==> src/rtl/seq_calc_core.sv <==
// seq_calc_core: serial-entry calculator FSM with shift-add multiplier and flags.
// Define CALC_DIV_EN to add a restoring divider on op 111 (otherwise 111 is invalid).
module seq_calc_core #(
  parameter int WIDTH = 16
) (
  input  logic             clk,
  input  logic             clear,
  input  logic             next,
  input  logic [2:0]       MS,
  input  logic [WIDTH-1:0] Din,
  output logic             Done_out,
  output logic [2:0]       CS_out,
  output logic [WIDTH-1:0] Alu_out,
  output logic             Ovf_out,
  output logic             Err_out
);
  localparam int CW = $clog2(WIDTH) + 1;
  typedef enum logic [2:0] {
    WAIT_A = 3'd0, WAIT_B = 3'd1, WAIT_OP = 3'd2, EXEC = 3'd3, DONE = 3'd4
  } state_t;
  state_t state_q, state_d;
  logic next_q, press, last, ovf_q, ovf_d, err_q, err_d;
  logic [WIDTH-1:0] a_q, a_d, b_q, b_d, alu_q, alu_d, p_init;
  logic [2:0] op_q, op_d;
  logic [2*WIDTH-1:0] p_q, p_d, mul_step;
  logic [WIDTH:0] mul_sum, add_sum;
  logic [CW-1:0] cnt_q, cnt_d;
  assign press = next & ~next_q;
  assign last = cnt_q == CW'(WIDTH - 1);
  assign add_sum = {1'b0, a_q} + {1'b0, b_q};
  // p holds {partial high half, remaining multiplier bits}, shifted right each step
  assign mul_sum = {1'b0, p_q[2*WIDTH-1:WIDTH]} + (p_q[0] ? {1'b0, a_q} : '0);
  assign mul_step = {mul_sum, p_q[WIDTH-1:1]};
`ifdef CALC_DIV_EN
  logic [WIDTH:0] rem_sh, rem_sub;
  logic [2*WIDTH-1:0] div_step;
  // divide reuses p as {remainder, dividend/quotient}; a borrow means no subtract
  assign rem_sh = p_q[2*WIDTH-1:WIDTH-1];
  assign rem_sub = rem_sh - {1'b0, b_q};
  assign div_step = rem_sub[WIDTH] ? {rem_sh[WIDTH-1:0], p_q[WIDTH-2:0], 1'b0}
                                   : {rem_sub[WIDTH-1:0], p_q[WIDTH-2:0], 1'b1};
  assign p_init = (MS == 3'b111) ? a_q : b_q;
`else
  assign p_init = b_q;
`endif
  always_comb begin
    state_d = state_q;
    a_d = a_q;
    b_d = b_q;
    op_d = op_q;
    p_d = p_q;
    cnt_d = cnt_q;
    alu_d = alu_q;
    ovf_d = ovf_q;
    err_d = err_q;
    case (state_q)
      WAIT_A: if (press) begin
        a_d = Din;
        state_d = WAIT_B;
      end
      WAIT_B: if (press) begin
        b_d = Din;
        state_d = WAIT_OP;
      end
      WAIT_OP, DONE: if (press) begin
        op_d = MS;
        ovf_d = 1'b0;
        err_d = 1'b0;
        cnt_d = '0;
        p_d = {{WIDTH{1'b0}}, p_init};
        state_d = EXEC;
      end
      EXEC: begin
        state_d = DONE;
        case (op_q)
          3'b001: begin
            alu_d = add_sum[WIDTH-1:0];
            ovf_d = add_sum[WIDTH];
          end
          3'b010: begin
            alu_d = a_q - b_q;
            ovf_d = a_q < b_q;
          end
          3'b011: begin
            p_d = mul_step;
            cnt_d = cnt_q + 1'b1;
            alu_d = last ? mul_step[WIDTH-1:0] : alu_q;
            ovf_d = last & (|mul_step[2*WIDTH-1:WIDTH]);
            state_d = last ? DONE : EXEC;
          end
          3'b100: alu_d = a_q & b_q;
          3'b101: alu_d = a_q | b_q;
          3'b110: alu_d = a_q ^ b_q;
`ifdef CALC_DIV_EN
          3'b111: if (b_q == '0) begin
            err_d = 1'b1;
            alu_d = '1;
          end else begin
            p_d = div_step;
            cnt_d = cnt_q + 1'b1;
            alu_d = last ? div_step[WIDTH-1:0] : alu_q;
            state_d = last ? DONE : EXEC;
          end
`endif
          default: begin
            err_d = 1'b1;
            alu_d = '0;
          end
        endcase
      end
      default: state_d = WAIT_A;
    endcase
  end
  always_ff @(posedge clk) begin
    next_q <= next;
    if (clear) begin
      state_q <= WAIT_A;
      a_q <= '0;
      b_q <= '0;
      op_q <= '0;
      p_q <= '0;
      cnt_q <= '0;
      alu_q <= '0;
      ovf_q <= 1'b0;
      err_q <= 1'b0;
    end else begin
      state_q <= state_d;
      a_q <= a_d;
      b_q <= b_d;
      op_q <= op_d;
      p_q <= p_d;
      cnt_q <= cnt_d;
      alu_q <= alu_d;
      ovf_q <= ovf_d;
      err_q <= err_d;
    end
  end
  assign Done_out = state_q == DONE;
  assign CS_out = state_q;
  assign Alu_out = alu_q;
  assign Ovf_out = ovf_q;
  assign Err_out = err_q;
endmodule

==> config.mk <==
export PLATFORM = sky130hd
export DESIGN_NAME = seq_calc_core
export DESIGN_NICKNAME = d
export VERILOG_FILES = /design/src/rtl/seq_calc_core.sv
export SDC_FILE = /design/constraint.sdc
export NUM_CORES = 1
export LEC_CHECK = 0
export CORE_MARGIN = 2
export CORE_UTILIZATION = 65
export DETAILED_ROUTE_END_ITERATION = 10
export PLACE_DENSITY_LB_ADDON = 0.12
export SETUP_SLACK_MARGIN = 0.02
export SLEW_MARGIN = 20
export SYNTH_ARGS = -nofsm -noshare
export SYNTH_HDL_FRONTEND = slang
export SYNTH_SLANG_ARGS = --single-unit
==> constraint.sdc <==
create_clock -name clk -period 8.86 [get_ports clk]
set_clock_uncertainty 0.1 [all_clocks]
set_input_delay 1.329 -clock clk [delete_from_list [all_inputs] [get_ports clk]]
set_output_delay 1.329 -clock clk [all_outputs]
set_load 0.02 [all_outputs]
==> impl_metrics.toml <==
[worst_setup_path]
cp-start-kind = "register"
r2r_start = "a_q[6]$_SDFFE_PP0P_"
cp.required_ns = 9.06
endpoint_kind = "register"
rr_worst_depth = 10
worstReg2RegEnd = "Alu_out[14]$_SDFFE_PP0P_"
endpoint = "Alu_out[14]$_SDFFE_PP0P_"
worst-path-stages = 10
arrival_ns = 3.73
cp.buffers_inverters = 2
crit_path_max_fanout = 7
slowest_delay_ns = 0.70
startpoint = "a_q[6]$_SDFFE_PP0P_"
critical_path.top_delay_family = "compound AO/OA/AOI/OAI gates"
path_common_cell = "inv_1"
crit_path_cell_trace = "inv_1, ha_1, inv_1, o221ai_1, a2111oi_1, a211o_1, nand2_1, a2111oi_0, o21ai_1, a32o_1"
r2r_slack_ns = 5.33
slowest_stage = "a2111oi_1"
crit_type = "register to register"

[power_and_ir_drop]
peakVddDrop_uv = 118.7
powerDensity_mw_per_mm2 = 121.4
p_leak_nw = 2.945
power_mw = 0.9489

[clock_network]
cts_resized = 0
clk_latency_ns = 0.40
htree_levels = 3
cts_sinks = 94
cts_root_buffer = "clkbuf_8"
cts_hold_buf = 0
cts_buffer_depth = 2
cts_tree = "done"
postCtsSetupRepairBufs = 0
path_clk_slew_ns = 0.10
cts_buffers = 9

[final_layout]
layout-drive-gt1-share = 0.05422
nFillCells = 901
area_growth_pct = 10.06
finalInstanceArea_mm2 = 0.007819
antenna_cells = 0
post-route-util = 0.7276
nNetsFinal = 1045

[synth]
netlist_area_mm2 = 0.007104
synth_top_flop_cell = "dfxtp_1"
synth-seq-cells = 94
yosysUniqueCellTypes = 78
syn-num-nets = 1034
synth_edf_count = 0
ys_seq_area_frac = 0.2649
syn_inst = 943
synthArstFlopShare = 0
yosys_warnings = 0
synth.avg_cell_area_um2 = 7.534

[sta]
clock.fmax_mhz = 283.7
slew_headroom = 0.3019
drv_slew = 0
whs_ns = 0.3763
finalHoldViolCount = 0
tns_ns = 0
worst_slew_pin_slew_ns = 1.043
period_needed_ns = 3.525
rsz0062_at_grt = "false"
setup_viol = 0
period_share = 0.3979

[detailed_routing]
totalWireLength_mm = 21.49
antenna_left = 0
remaining_drc_errors = 0
dr.pass1.iters = 7
wl_per_cell_um = 19.55
vias = 7289
vias_per_cell = 6.632
drtIter0Drc = 817

[floorplanning]
dieHeight_um = 108.5
die_area_mm2 = 0.01178
start_util = 0.6612
placementRows = 38
fp.coreArea_mm2 = 0.01075
dieWidth_um = 108.5
io_pins = 44

[placed_design]
dp_hpwl_mm = 15.25
port_buffers = 43
gp_congestion = 0.9126
place_area_mm2 = 0.007576

[global_route]
met3_usage = 0.08198
grtUsageMet1 = 0.4787
antenna_found_initial = 0
grt.met2_usage = 0.5871
grt_overflow = 0
busiest_layer = "met2"
grt_max_degree = 88
grt_pass1_wl_mm = 33.94
grt_use_total = 0.3708
grt_pass1_vias = 6754

[run_status]
status = "complete, no violations"

[min_path]
hp-class = "register to register"

[flow_run]
cap_viol_max_count = 0
-- how the worst min path moves through the flow --
stage | start | end | depth (start not counted)
2_1_floorplan | b_q[10]$_SDFFE_PP0P_ | b_q[10]$_SDFFE_PP0P_ | 2
3_3_place_gp | Alu_out[14]$_SDFFE_PP0P_ | Alu_out[14]$_SDFFE_PP0P_ | 1
3_5_place_dp | Alu_out[11]$_SDFFE_PP0P_ | Alu_out[11]$_SDFFE_PP0P_ | 2
4_1_cts | b_q[8]$_SDFFE_PP0P_ | b_q[8]$_SDFFE_PP0P_ | 2
5_1_grt | Alu_out[14]$_SDFFE_PP0P_ | Alu_out[14]$_SDFFE_PP0P_ | 1
6_report | b_q[8]$_SDFFE_PP0P_ | b_q[8]$_SDFFE_PP0P_ | 2
-- flip-flops by register name, indices dropped and copies added, names as in the netlist --
name     cells
Ovf_out      1
cnt_q        5
op_q         3
CS_out       3
p_q         32
Alu_out     16
next_q       1
b_q         16
a_q         16
Err_out      1
-- routing by layer --
| metal | part of all wire | wire, um |
|---|---|---|
| met1 | 0.42 | 8929 |
| met2 | 0.45 | 9694 |
| met3 | 0.095 | 2033 |
| met4 | 0.039 | 828 |
| met5 | 0 | 0 |
-- placed cells by master, fill, tap and decap left out, types with 5 or more instances in the layout --
master,instances
nor2_1,118
nand2_1,111
a21oi_1,99
dfxtp_1,94
ha_1,66
inv_1,61
clkdlybuf4s50_1,42
a211oi_1,28
o21ai_0,26
and2_1,19
a22oi_1,18
nor3_1,17
o211ai_1,17
clkbuf_8,12
nand3_1,11
xnor2_1,11
o21bai_1,10
nor2b_1,9
o21ai_1,9
a21o_1,9
a31oi_1,9
buf_4,9
nand2b_1,8
mux2_2,8
nand4_1,7
mux2i_1,7
o31ai_1,6
a211o_1,6
a22o_1,6
a221oi_1,6
and3_1,5
xor2_1,5
o32a_1,5
-- power breakdown --
| part | switching (mW) | internal [mW] |
|---|---|---|
| clock network | 0.166 | 0.183 |
| registers | 0.0141 | 0.432 |
| logic | 0.0959 | 0.0579 |
-- cell usage after synthesis, types with 11 or more instances --
master,n,area share
o211ai_1,17,0.018
dfxtp_1,94,0.26
and2_1,19,0.017
o21ai_0,26,0.018
ha_1,66,0.12
xnor2_1,11,0.014
nand3_1,11,0.0077
nor2_1,118,0.062
a211oi_1,28,0.030
nor3_1,18,0.013
inv_1,61,0.032
nand2_1,111,0.059
a21oi_1,100,0.070
a22oi_1,18,0.019
clkbuf_1,45,0.024
-- logic make-up (layout without fill, tap and decap cells) --
group                    count (synthesis)  after routing  synth area share
adder cells (fa/ha/maj)                 69             69            0.1247
AND/OR/NAND/NOR                        326            326            0.2075
buffers and inverters                  115            131           0.06305
XOR/XNOR                                16             16           0.01972
multiplexers                            15             15           0.02254
flip-flops                              94             94            0.2649
AO/OA/AOI/OAI                          308            308            0.2976
-- worst reg2reg max path, cell delays in order, from the launching register on --
cell	delay [ns]
dfxtp_1	0.52
inv_1	0.08
ha_1	0.40
inv_1	0.17
o221ai_1	0.26
a2111oi_1	0.70
a211o_1	0.25
nand2_1	0.09
a2111oi_0	0.45
o21ai_1	0.13
a32o_1	0.27
-- cell type report --
type                    count  area, um2  area share
clock buffers              12      165.2     0.02112
clock inverters             4      77.57    0.009922
inverters                  63      236.5     0.03024
multi-input cells         734       4790      0.6126
flip-flops and latches     94       1882      0.2407
well taps                 140      175.2     0.02240
repair buffers             52      493.0     0.06305
-- stage by stage --
stage	setup WS, ns	std cells
4_1_cts	5.433	1099
3_5_place_dp	5.224	1083
2_1_floorplan	5.709	943
3_3_place_gp	5.346	1083
5_1_grt	5.112	1099
6_report	5.335	1099
No activity file was read; power rests on OpenSTA's default activity.
